`src/rtl/vga_pkg.sv`:
```
// ---------------------------------------------------------------------------
// vga_pkg
// Shared constants for the VGA sprite engine: default 640x480@60 timing,
// the derived line/frame totals, counter width and default colours.
// No ports (package).
// ---------------------------------------------------------------------------
package vga_pkg;

    // Default horizontal timing, in pixels
    localparam int DEF_H_ACTIVE = 640;
    localparam int DEF_H_FP     = 16;
    localparam int DEF_H_SYNC   = 96;
    localparam int DEF_H_BP     = 48;
    localparam int DEF_H_TOTAL  = DEF_H_ACTIVE + DEF_H_FP + DEF_H_SYNC + DEF_H_BP;

    // Default vertical timing, in lines
    localparam int DEF_V_ACTIVE = 480;
    localparam int DEF_V_FP     = 10;
    localparam int DEF_V_SYNC   = 2;
    localparam int DEF_V_BP     = 33;
    localparam int DEF_V_TOTAL  = DEF_V_ACTIVE + DEF_V_FP + DEF_V_SYNC + DEF_V_BP;

    // h/v counters are 11 bits so that a signed 11-bit difference against a
    // 10-bit ball centre never overflows inside the active area.
    localparam int CNT_W = 11;

    // Default colours, {R[3:0], G[3:0], B[3:0]}
    localparam logic [11:0] DEF_BG_RGB    = 12'h000;
    localparam logic [11:0] DEF_BALL_RGB  = 12'hF80;
    localparam logic [11:0] DEF_HOOP_RGB  = 12'hF00;
    localparam logic [11:0] BLANK_RGB     = 12'h000;

endpackage

```
`src/rtl/vga_timing.sv`:
```
// ---------------------------------------------------------------------------
// vga_timing
// Pixel-clock divider, horizontal/vertical raster counters and sync decode.
//
// Ports
//   clk          : system clock, rising edge
//   reset        : synchronous, active-high
//   pix_en       : one-clock strobe, once every CLK_DIV clocks
//   h, v         : current raster position (pixel column, line)
//   active       : (h, v) lies inside the visible area
//   vblank_start : pix_en on the last pixel of line V_ACTIVE-1, i.e. the
//                  strobe on which v moves into vertical blank
//   hsync, vsync : decoded sync levels for the current (h, v), unregistered
// ---------------------------------------------------------------------------
module vga_timing
    import vga_pkg::*;
#(
    parameter int H_ACTIVE = DEF_H_ACTIVE,
    parameter int H_FP     = DEF_H_FP,
    parameter int H_SYNC   = DEF_H_SYNC,
    parameter int H_BP     = DEF_H_BP,
    parameter int V_ACTIVE = DEF_V_ACTIVE,
    parameter int V_FP     = DEF_V_FP,
    parameter int V_SYNC   = DEF_V_SYNC,
    parameter int V_BP     = DEF_V_BP,
    parameter int SYNC_POL = 0,
    parameter int CLK_DIV  = 4
) (
    input  logic             clk,
    input  logic             reset,
    output logic             pix_en,
    output logic [CNT_W-1:0] h,
    output logic [CNT_W-1:0] v,
    output logic             active,
    output logic             vblank_start,
    output logic             hsync,
    output logic             vsync
);

    localparam int H_TOTAL = H_ACTIVE + H_FP + H_SYNC + H_BP;
    localparam int V_TOTAL = V_ACTIVE + V_FP + V_SYNC + V_BP;

    // A one-bit divider that never leaves 0 covers CLK_DIV == 1.
    localparam int DIV_W = (CLK_DIV > 1) ? $clog2(CLK_DIV) : 1;
    localparam logic [DIV_W-1:0] DIV_MAX = DIV_W'(CLK_DIV - 1);

    localparam logic [CNT_W-1:0] H_LAST     = CNT_W'(H_TOTAL - 1);
    localparam logic [CNT_W-1:0] V_LAST     = CNT_W'(V_TOTAL - 1);
    localparam logic [CNT_W-1:0] H_ACT      = CNT_W'(H_ACTIVE);
    localparam logic [CNT_W-1:0] V_ACT      = CNT_W'(V_ACTIVE);
    localparam logic [CNT_W-1:0] V_ACT_LAST = CNT_W'(V_ACTIVE - 1);
    localparam logic [CNT_W-1:0] HS_START   = CNT_W'(H_ACTIVE + H_FP);
    localparam logic [CNT_W-1:0] HS_END     = CNT_W'(H_ACTIVE + H_FP + H_SYNC);
    localparam logic [CNT_W-1:0] VS_START   = CNT_W'(V_ACTIVE + V_FP);
    localparam logic [CNT_W-1:0] VS_END     = CNT_W'(V_ACTIVE + V_FP + V_SYNC);

    localparam logic SYNC_LVL = (SYNC_POL != 0);

    logic [DIV_W-1:0] div;

    assign pix_en = (div == DIV_MAX);

    always_ff @(posedge clk) begin
        if (reset) begin
            div <= '0;
        end else if (pix_en) begin
            div <= '0;
        end else begin
            div <= div + 1'b1;
        end
    end

    always_ff @(posedge clk) begin
        if (reset) begin
            h <= '0;
            v <= '0;
        end else if (pix_en) begin
            if (h == H_LAST) begin
                h <= '0;
                if (v == V_LAST) begin
                    v <= '0;
                end else begin
                    v <= v + 1'b1;
                end
            end else begin
                h <= h + 1'b1;
            end
        end
    end

    assign active       = (h < H_ACT) && (v < V_ACT);
    assign vblank_start = pix_en && (h == H_LAST) && (v == V_ACT_LAST);
    assign hsync        = ((h >= HS_START) && (h < HS_END)) ? SYNC_LVL : ~SYNC_LVL;
    assign vsync        = ((v >= VS_START) && (v < VS_END)) ? SYNC_LVL : ~SYNC_LVL;

endmodule

```
`src/rtl/vga_sprite_engine.sv`:
```
// ---------------------------------------------------------------------------
// vga_sprite_engine
// VGA raster generator that draws a round ball over a fixed hoop rectangle.
// The ball centre is latched once per frame, at the start of vertical blank,
// so a frame is always drawn from a single consistent position.
//
// Ports
//   CLK100MHZ  : system clock, rising edge
//   reset      : synchronous, active-high
//   ball_x     : ball centre column (may be off-screen)
//   ball_y     : ball centre row (may be off-screen)
//   rgb        : registered pixel colour {R,G,B} 4 bits each
//   VGA_HS     : registered horizontal sync, aligned with rgb
//   VGA_VS     : registered vertical sync, aligned with rgb
//   frame_tick : one-clock pulse as the raster enters vertical blank
// ---------------------------------------------------------------------------
module vga_sprite_engine
    import vga_pkg::*;
#(
    parameter int          H_ACTIVE = DEF_H_ACTIVE,
    parameter int          H_FP     = DEF_H_FP,
    parameter int          H_SYNC   = DEF_H_SYNC,
    parameter int          H_BP     = DEF_H_BP,
    parameter int          V_ACTIVE = DEF_V_ACTIVE,
    parameter int          V_FP     = DEF_V_FP,
    parameter int          V_SYNC   = DEF_V_SYNC,
    parameter int          V_BP     = DEF_V_BP,
    parameter int          SYNC_POL = 0,
    parameter int          CLK_DIV  = 4,
    parameter int          BALL_R   = 8,
    parameter int          HOOP_X0  = 560,
    parameter int          HOOP_X1  = 600,
    parameter int          HOOP_Y0  = 120,
    parameter int          HOOP_Y1  = 126,
    parameter logic [11:0] BG_RGB   = DEF_BG_RGB,
    parameter logic [11:0] BALL_RGB = DEF_BALL_RGB,
    parameter logic [11:0] HOOP_RGB = DEF_HOOP_RGB
) (
    input  logic        CLK100MHZ,
    input  logic        reset,
    input  logic [9:0]  ball_x,
    input  logic [9:0]  ball_y,
    output logic [11:0] rgb,
    output logic        VGA_HS,
    output logic        VGA_VS,
    output logic        frame_tick
);

    localparam logic             SYNC_LVL = (SYNC_POL != 0);
    localparam logic [9:0]       CENTRE_X = 10'(H_ACTIVE / 2);
    localparam logic [9:0]       CENTRE_Y = 10'(V_ACTIVE / 2);
    localparam logic [21:0]      RADIUS_SQ = 22'(BALL_R * BALL_R);
    localparam logic [CNT_W-1:0] HX0 = CNT_W'(HOOP_X0);
    localparam logic [CNT_W-1:0] HX1 = CNT_W'(HOOP_X1);
    localparam logic [CNT_W-1:0] HY0 = CNT_W'(HOOP_Y0);
    localparam logic [CNT_W-1:0] HY1 = CNT_W'(HOOP_Y1);

    logic             pix_en;
    logic [CNT_W-1:0] h;
    logic [CNT_W-1:0] v;
    logic             active;
    logic             vblank_start;
    logic             hsync;
    logic             vsync;

    vga_timing #(
        .H_ACTIVE (H_ACTIVE),
        .H_FP     (H_FP),
        .H_SYNC   (H_SYNC),
        .H_BP     (H_BP),
        .V_ACTIVE (V_ACTIVE),
        .V_FP     (V_FP),
        .V_SYNC   (V_SYNC),
        .V_BP     (V_BP),
        .SYNC_POL (SYNC_POL),
        .CLK_DIV  (CLK_DIV)
    ) u_timing (
        .clk          (CLK100MHZ),
        .reset        (reset),
        .pix_en       (pix_en),
        .h            (h),
        .v            (v),
        .active       (active),
        .vblank_start (vblank_start),
        .hsync        (hsync),
        .vsync        (vsync)
    );

    // Shadow copy of the ball centre, refreshed only when entering vblank.
    logic [9:0] shadow_x;
    logic [9:0] shadow_y;

    always_ff @(posedge CLK100MHZ) begin
        if (reset) begin
            shadow_x <= CENTRE_X;
            shadow_y <= CENTRE_Y;
        end else if (vblank_start) begin
            shadow_x <= ball_x;
            shadow_y <= ball_y;
        end
    end

    // Signed distance from the latched centre. Only the active area uses the
    // result, where h and v are below 1024, so 11 bits hold every difference.
    logic signed [10:0] dx;
    logic signed [10:0] dy;
    logic signed [21:0] dx_w;
    logic signed [21:0] dy_w;
    logic signed [21:0] dx_sq;
    logic signed [21:0] dy_sq;
    logic        [21:0] dist_sq;
    logic               in_ball;
    logic               in_hoop;
    logic        [11:0] pix_rgb;

    assign dx    = $signed(h) - $signed({1'b0, shadow_x});
    assign dy    = $signed(v) - $signed({1'b0, shadow_y});
    assign dx_w  = {{11{dx[10]}}, dx};
    assign dy_w  = {{11{dy[10]}}, dy};
    assign dx_sq = dx_w * dx_w;
    assign dy_sq = dy_w * dy_w;
    // Both squares are at most 1023^2, so the sum stays below 2^22.
    assign dist_sq = dx_sq + dy_sq;

    assign in_ball = (dist_sq <= RADIUS_SQ);
    assign in_hoop = (h >= HX0) && (h <= HX1) && (v >= HY0) && (v <= HY1);

    // The ball is drawn on top of the hoop; anything outside the visible
    // area is forced to black, which also clips off-screen ball parts.
    always_comb begin
        pix_rgb = BG_RGB;
        if (!active) begin
            pix_rgb = BLANK_RGB;
        end else if (in_ball) begin
            pix_rgb = BALL_RGB;
        end else if (in_hoop) begin
            pix_rgb = HOOP_RGB;
        end
    end

    // Colour and both syncs are registered on the same strobe so they stay
    // aligned, one pixel behind the counters.
    always_ff @(posedge CLK100MHZ) begin
        if (reset) begin
            rgb    <= BLANK_RGB;
            VGA_HS <= ~SYNC_LVL;
            VGA_VS <= ~SYNC_LVL;
        end else if (pix_en) begin
            rgb    <= pix_rgb;
            VGA_HS <= hsync;
            VGA_VS <= vsync;
        end
    end

    always_ff @(posedge CLK100MHZ) begin
        if (reset) begin
            frame_tick <= 1'b0;
        end else begin
            frame_tick <= vblank_start;
        end
    end

endmodule

```
`config.mk`:
```
export PLATFORM = sky130hd
export DESIGN_NAME = vga_sprite_engine
export DESIGN_NICKNAME = d
export VERILOG_FILES = /design/src/rtl/vga_pkg.sv /design/src/rtl/vga_timing.sv /design/src/rtl/vga_sprite_engine.sv
export SDC_FILE = /design/constraint.sdc
export NUM_CORES = 1
export LEC_CHECK = 0
export CAP_MARGIN = 0
export CORE_ASPECT_RATIO = 0.6
export CORE_MARGIN = 5
export CORE_UTILIZATION = 30
export DETAILED_ROUTE_END_ITERATION = 12
export PLACE_DENSITY = 0.44
export SETUP_SLACK_MARGIN = 0.15
export SLEW_MARGIN = 10
export SYNTH_ARGS = -nofsm -noshare
export SYNTH_HDL_FRONTEND = slang
export SYNTH_SLANG_ARGS = --single-unit
```
`constraint.sdc`:
```
create_clock -name CLK100MHZ -period 27.2 [get_ports CLK100MHZ]
set_input_delay 8.16 -clock CLK100MHZ [delete_from_list [all_inputs] [get_ports CLK100MHZ]]
set_output_delay 8.16 -clock CLK100MHZ [all_outputs]
set_load 0.05 [all_outputs]
```
==> results.txt, run 1 <==
The largest total area in the synthesized netlist belongs to sky130_fd_sc_hd__fa_1. STA classifies the critical path startpoint as an input port. The tree built by TritonCTS fans out to slightly below 50 sinks. The placed wire-length estimate after detailed placement came out at approximately 29000 um.

The number of cells produced by synthesis is ~1300. The synthesis warning total came out at 0. The sequential share of the synthesized area came out at 8.347%. The share of cells above drive strength 1 came out at under 10%. For the worst setup path, the data required time is 27.45 ns. The distinct cell type count after synthesis is 73.

Among the stages of the critical path, the cell type that occurs most often is sky130_fd_sc_hd__nor4_1. Counting instances in the post-synthesis netlist gives the leading cell types as sky130_fd_sc_hd__inv_1, sky130_fd_sc_hd__fa_1, sky130_fd_sc_hd__nor2_1. The number of synthesized flops with an enable pin is 0. The number of DRC violations after detailed-routing iteration 0 is 485. Counting I/O delays and the setup requirement, the final critical path takes a little over 10 ns. The hold buffer count at cts is 0.

Summed over all cells, the static leakage comes to ~6.4 nW. The global-route wire length before repair came out at 52640 um. TritonCTS built the clock tree. The number of buffers inserted by post-CTS setup repair came out at 0. The number of cells after detailed placement is 1849. The via total after detailed routing came out at ~8300. The total overflow left after global routing is 0.

For this run, the leading register cell type out of synthesis is sky130_fd_sc_hd__dfxtp_1. The global router's overall resource usage is 15.72%. Power spread over the standard cell area amounts to approximately 24 mW/mm^2. The worst endpoint data arrival time is between 10 and 15 ns. Final hold analysis gives a worst-case slack of approximately 0.43 ns. The number of CTS-inserted buffers came out at 5.

The area of the placeable core came out at around 0.039 sq mm. Walking the worst path, the cells encountered are clkdlybuf4s50_1 -> buf_4 -> nor4_1 -> nand4_1 -> a21oi_1 -> o221ai_1 -> nor4_1 -> and4b_1 -> o2111a_1 -> a211o_2. After synthesis, the mean cell area works out to around 8.9 sq um. After synthesis, the share of flip-flops with an asynchronous set or reset is 0%. After detailed routing, the average wire length per cell comes to between 15 and 20 um. The final-stage net count is between 1500 and 2000. Yosys attributes the largest share of cell area to sky130_fd_sc_hd__fa_1, sky130_fd_sc_hd__ha_1, sky130_fd_sc_hd__inv_1. The repair_antennas step left the layout with diodes totalling 0. The clock transition at the registers of the reported paths is 0.07 ns. The run finished with clean final reports. The width of the die came out at roughly 270 um. The floorplan die height came out at 163.3 um. After filler insertion, the fill cell instance count of the layout stands at slightly above 4000. Setup repair after global routing left no endpoint under its margin. The largest individual stage delay along the critical path comes from the cell sky130_fd_sc_hd__clkdlybuf4s50_1. The die covers 0.04336 sq mm.

The number of top-level design ports is 37. The area growth from synthesis to final layout is 8.996%. The number of antenna violations at the first check in global routing came out at 1. The worst slew margin relative to its limit came out at between 30% and 40%. The kind of capture point of the worst setup path is a flip-flop. The post-synthesis register bit count came out at a little under 50.

The pin count of the biggest net entering global routing came out at 33. The placer congestion estimate came out at around 0.83. The number of buffers between clock root and the deepest sink is 2. The antenna violation net count after detailed routing is 0.

The post-cts gate resize count is 0. The top-area cell type share of the netlist area came out at 40.20%. After detailed routing, the total wire length is approximately 32000 um. The setup path with the least slack is of type input port to flip-flop. The sum of negative setup slack came out at 0 ns. Before antenna repair, the detailed router went through 5 iterations.

The min-delay analysis places its worst path in the category flip-flop to flip-flop. The starting utilization of the core area came out at around 30%. The count of maximum capacitance violations came out at 0.

The number of global-route vias before repair was around 8600. The final non-filler cell total came out at 1857. The buffer cell driving the clock tree root is sky130_fd_sc_hd__clkbuf_16. For this run, the top clock speed supported by timing is ~0.099 GHz. The count of H-tree levels built during CTS came out at 2. Setup violations remaining at the end of the flow were counted as 0. The post-route DRC violation count came out at 0.

The clock reaches the later pin of the worst-skew pair after roughly 0.30 ns. The count of pins over their slew limit came out at 0. sky130_fd_sc_hd__inv_1 is the most common cell in the netlist.

The final hold violation count is 0. The post-synthesis cell area is 0.01175 sq mm. The maximum fanout along the worst path came out at 32.

The largest vdd supply drop is 35.34 uV. The floorplan row count is 56. The vias per cell is ~4.5. The period utilization is between 30 and 40%.

In this design, the stage delay of the slowest critical-path cell is between 0.3 and 0.4 ns. The count of buffers added on input and output ports is 29. The slew at the pin with the worst max-slew slack is between 0.9 and 1 ns.

For the final database, setup skew stands at just under 0.007 ns.
[cell type report]
type,instances,area [sq um],area share [%]
multi-input cells,892,9318,72.74
inverters,348,1306,10.20
flip-flops and latches,49,980.9,7.658
well taps,522,653.1,5.099
repair buffers,38,357.8,2.794
clock buffers,5,125.1,0.9768
clock inverters,3,68.82,0.5372
[final timing paths]
kind / from / end / slack [ns] / depth (start not counted)
setup reg to reg: u_timing.v[0] / rgb[10] / 17.57 / 34
hold reg to reg: u_timing.div[0] / u_timing.div[0] / 0.43 / 1
hold / removal: u_timing.div[0] / u_timing.div[0] / 0.43 / 1
setup / recovery: reset / rgb[10] / 17.09 / 10
[power breakdown]
group | leakage (nW) | internal, W | switching, W
Sequential | 0.395 | 0.0000722 | 0.000000319
Combinational | 5.92 | 0.0000651 | 0.0000873
Clock | 0.0944 | 0.0000531 | 0.0000304
[metal layers]
layer  vias to the layer above  global-route usage, %  wire (um)
met2                       184                  17.92      10560
met1                      4092                  28.53      19240
met3                         6                  4.216       2554
met5                         -                      0          0
met4                         0                 0.6110         42
li1                       4038                      -          -
[cells in the final DEF, fill, tap and decap left out, types with 14 or more instances in the layout]
cell and count:
sky130_fd_sc_hd__a21oi_1 25, sky130_fd_sc_hd__clkdlybuf4s50_1 29, sky130_fd_sc_hd__nor3_1 16, sky130_fd_sc_hd__nor2b_1 14, sky130_fd_sc_hd__xnor2_1 36, sky130_fd_sc_hd__o21ai_0 18
sky130_fd_sc_hd__nand2b_1 22, sky130_fd_sc_hd__nor2_1 141, sky130_fd_sc_hd__nand2_1 77, sky130_fd_sc_hd__inv_1 341, sky130_fd_sc_hd__fa_1 236, sky130_fd_sc_hd__dfxtp_1 49
sky130_fd_sc_hd__xor2_1 20, sky130_fd_sc_hd__mux2i_1 22, sky130_fd_sc_hd__ha_1 108, sky130_fd_sc_hd__nand3_1 16
[cell families (layout without fill, tap and decap cells)]
| kind of cell | after synthesis | count (layout) | synth area share [%] |
|---|---|---|---|
| multiplexers | 26 | 26 | 2.257 |
| XOR/XNOR | 57 | 57 | 4.365 |
| AND/OR/NAND/NOR | 346 | 346 | 13.73 |
| buffers and inverters | 383 | 394 | 12.56 |
| flip-flops | 49 | 49 | 8.347 |
| adder cells (fa/ha/maj) | 344 | 344 | 51.70 |
| AO/OA/AOI/OAI | 112 | 112 | 7.005 |
| other | 1 | 7 | 0.03191 |
[worst max-delay path: cells and delay by family]
kind,cells,cell delay [ns]
buf+inv,2,0.64
simple gates,4,0.90
compound gates,4,0.63
[flip-flops by register name, indices dropped and copies added, names as in the netlist]
signal,cells
u_timing.div,2
u_timing.h,11
VGA_VS,1
u_timing.v,11
VGA_HS,1
shadow_x,10
frame_tick,1
shadow_y,10
rgb,2
[per-stage QoR]
| stage | utilization, % | worst slack [ns] | total power, W | cell area (sq um) |
|---|---|---|---|---|
| floorplan | - | 17.82 | 0.0001897 | 11780 |
| global placement | 32.44 | 16.82 | 0.0002289 | 12620 |
| detailed placement | 32.44 | 16.79 | 0.0002279 | 12620 |
| CTS | 32.94 | 17.09 | 0.0003132 | 12810 |
| global route | 32.94 | 16.88 | 0.0003373 | 12810 |
| finish | 32.94 | 17.09 | 0.0003085 | 12810 |
Power figures use the tool's default switching activity.
==> run 2: changes to the inputs <==
Settings changed: PLACE_DENSITY 0.44 to 0.45.
Clock period 27.2 ns to 8.36 ns, I/O delays scaled along.
==> run 2 against run 1 <==
  * Clock skew increased by 0.0069 ns
  * Via count rose by 8.8%
  * Largest cell class unchanged
  * Core utilization up 5.2 points
  * Die area stayed put
  * Sequential power grew to 3.3 times the previous value
  * Setup slack worse by 17 ns
  * Wire length rose by 8.8%
==> results.txt, run 2 (same netlist as run 1, synthesis figures left out) <==
The worst hold path terminates at u_timing.div[0]. The total of buffers placed on input and output ports is 29. The endpoint identified for the worst register-to-register timing path is rgb[10]. At the placement stage, the worst setup path has a slack of -0.2856 ns. The post-route netlist has between 20% and 30% of its cells at a drive strength greater than 1.

By startpoint and endpoint, the worst setup path is classified as flip-flop to flip-flop. The path depth of the worst reg2reg path is 35. Cells fill 38.12% of the core in the end. The startpoint identified for the worst hold timing path is u_timing.div[0]. The global-route wire length before repair is about 57000 um. The flow ran to the end, and the final reports show no timing, DRC or antenna violations.

The number of DRC violations after detailed-routing iteration 0 came out at between 500 and 600. The worst setup slack for register-to-register paths came out at ~0.042 ns. The buffer cell driving the clock tree root is sky130_fd_sc_hd__clkbuf_16. After detailed placement, the design holds a cell count of 2013.

The number of antenna violations at the first check in global routing is 0. The worst endpoint data arrival time is between 8 and 9 ns. From left edge to right edge, the die measures 265.5 um. The largest registers in the layout are u_timing.h: 11 flops, u_timing.v: 11 flops. The largest vdd supply drop is 142.1 uV. The maximum fanout along the worst path is 5. The number of global-route vias before repair came out at roughly 9600. The worst slew margin relative to its limit is 18.00%. Of the total power, the share spent switching nets is about two fifths.

The clock sink total is between 40 and 50. 0 antenna diodes ended up in the layout. The floorplan row count is 56.

Signal routing reaches up to met4. The period utilization came out at 99.49%. The internal power came out at 0.0007045 W. In the routed layout, each cell is associated on average with a via count of between 4 and 5. Across the routed clock network, the largest skew measured is between 0.01 and 0.015 ns. The kind of capture point of the worst setup path is a flip-flop.

The shortest period the worst path allows came out at ~8.3 ns. In the final routed layout, each cell accounts on average for between 15 and 20 um. The clock transition at the registers of the reported paths came out at around 0.08 ns. The largest individual stage delay along the critical path comes from the cell sky130_fd_sc_hd__fa_2.

For this block, wires on met1 add up to around 20000 um. The placed wire-length estimate after detailed placement came out at between 30000 and 40000 um. The number of CTS-inserted buffers is 5.

For this block, the routed nets add up to about 35000 um of wire. The area growth from synthesis to final layout came out at 26.14%. The worst hold margin came out at between 0.4 and 0.5 ns. In the final design database the tool counted 1900 nets. The count of pins over their slew limit is 0. The tightest min-delay check is of the flip-flop to flip-flop type. The final non-filler cell total came out at roughly 2100. 37 I/O pins were placed. The number of cells on the worst hold path is 1. TritonCTS built the clock tree.

The pin count of the biggest net entering global routing is 33. The die footprint is between 0.04 and 0.05 sq mm. In this run the power spent charging and discharging nets is between 0.0004 and 0.0005 W.

The sequential share of power is between 20% and 30%. The clock passes through at most 2 buffers. The worst setup path is launched from a flip-flop. In this run the number of H-tree levels came out at 2. The combinational group share of total power came out at 61.0%. In the layout the commonest cells are sky130_fd_sc_hd__inv_1, sky130_fd_sc_hd__fa_1, sky130_fd_sc_hd__buf_4.

The share of power burned in the clock network is 18.7%. The amount of wire on met3 after detailed routing is between 3000 and 4000 um. The count of maximum capacitance violations is 0. The placer congestion estimate is 0.8757.

The routed wire length on met2 is 11750 um. The setup-violating endpoint count in the final report is 0. The startpoint of the worst register-to-register path is u_timing.v[0]. The clock network latency to the later pin of the worst-skew pair came out at 0.31 ns. The power density relative to cell area is 78.42 mW/mm^2. The total chip power came out at between 0.001 and 0.0015 W. The area of all sequential standard cells came out at 987.2 sq um. The global router's overall resource usage came out at about 17%. Timing would allow up to between 0.1 and 0.15 GHz. The post-route DRC violation count came out at 0.

The floorplan step set the die height to around 160 um. The detail route stage leaves a number of antenna-violating nets equal to 0. Setup slack closes at 0.04244 ns. The overflow left after global routing came out at 0. The region available for standard cell placement spans 0.03889 sq mm. Before antenna repair, the detailed router went through 5 iterations. The highest cell delay on the worst timing path is between 0.6 and 0.7 ns. Setup repair after global routing could not meet its margin everywhere.

The most common cell after layout, fill and taps aside is sky130_fd_sc_hd__inv_1. Counting the fill cells in the layout gives roughly 4000. The via total after detailed routing is ~9000. The hold buffer count at cts came out at 0. The slew at the pin with the worst max-slew slack came out at between 1 and 1.5 ns. The final hold violation count is 0.

The critical path data required time came out at approximately 8.6 ns. The starting utilization of the core area is 30.22%. The multi-input combinational cell area is about 0.01 sq mm.

The leakage power summed over all cells came out at 7.406 nW.
[run 2: cell count changes in the layout (fill, tap and decap cells not counted), sizes merged]
cell and change:
clkbuf +1, buf +198, clkinv +1, clkinvlp +1, bufinv -2, bufbuf +1
[run 2: power by group through the flow]
stage	Combinational [W]	Clock (W)	Sequential, W
4_1_cts	0.000700	0.000224	0.000236
6_report	0.000709	0.000218	0.000236
5_1_grt	0.000791	0.000236	0.000236
3_5_place_dp	0.000572	0	0.000241
2_1_floorplan	0.000384	0	0.000241
3_3_place_gp	0.000573	0	0.000241
[run 2: layout make-up]
cell class	instances	area share (%)
inverter	348	8.862
timing repair buffer	238	13.42
multi-input combinational	892	65.64
sequential	49	6.659
tap	522	4.406
clock buffer	5	0.8440
clock inverter	3	0.1688
[run 2: what timing repair did]
item                                    in CTS  in global routing
resized for setup                           94                 29
gates cloned                                 1                  0
endpoints found under the hold margin        0                  0
buffers inserted                            33                  2
endpoints found under the setup margin       2                  2
pin swaps                                  105                 21
[run 2: critical path, delay by kind of cell (launching register included)]
kind                     cells  cell delay, ns
AO/OA/AOI/OAI               11            1.65
AND/OR/NAND/NOR              4            1.02
adder cells (fa/ha/maj)     10            4.13
XOR/XNOR                     1            0.14
multiplexers                 1            0.31
flip-flops                   1            0.34
buffers and inverters        8            0.64
[run 2: worst max path at each step]
stage | end | depth (start not counted) | from | slack, ns
after floorplan | rgb[10] | 32 | u_timing.h[0] | 0.15
after global placement | rgb[10] | 29 | shadow_y[1] | -0.32
after detailed placement | rgb[10] | 29 | shadow_y[1] | -0.29
after CTS | rgb[10] | 34 | u_timing.v[0] | 0.05
after global routing | rgb[10] | 35 | u_timing.v[0] | -0.23
final | rgb[10] | 35 | u_timing.v[0] | 0.04
[run 2: routing by layer]
layer | GRT usage (%) | vias to the layer above
met5 | 0 | -
met3 | 6.083 | 7
met4 | 0.7991 | 0
li1 | - | 4446
met1 | 29.43 | 4415
met2 | 20.04 | 181
[run 2: through the flow]
stage / instance area [sq um] / TNS (ns)
2_1_floorplan: 11840 / 0
3_3_place_gp: 13940 / -0.6305
3_5_place_dp: 13940 / -0.5589
4_1_cts: 14720 / 0
5_1_grt: 14820 / -0.4430
6_report: 14820 / 0
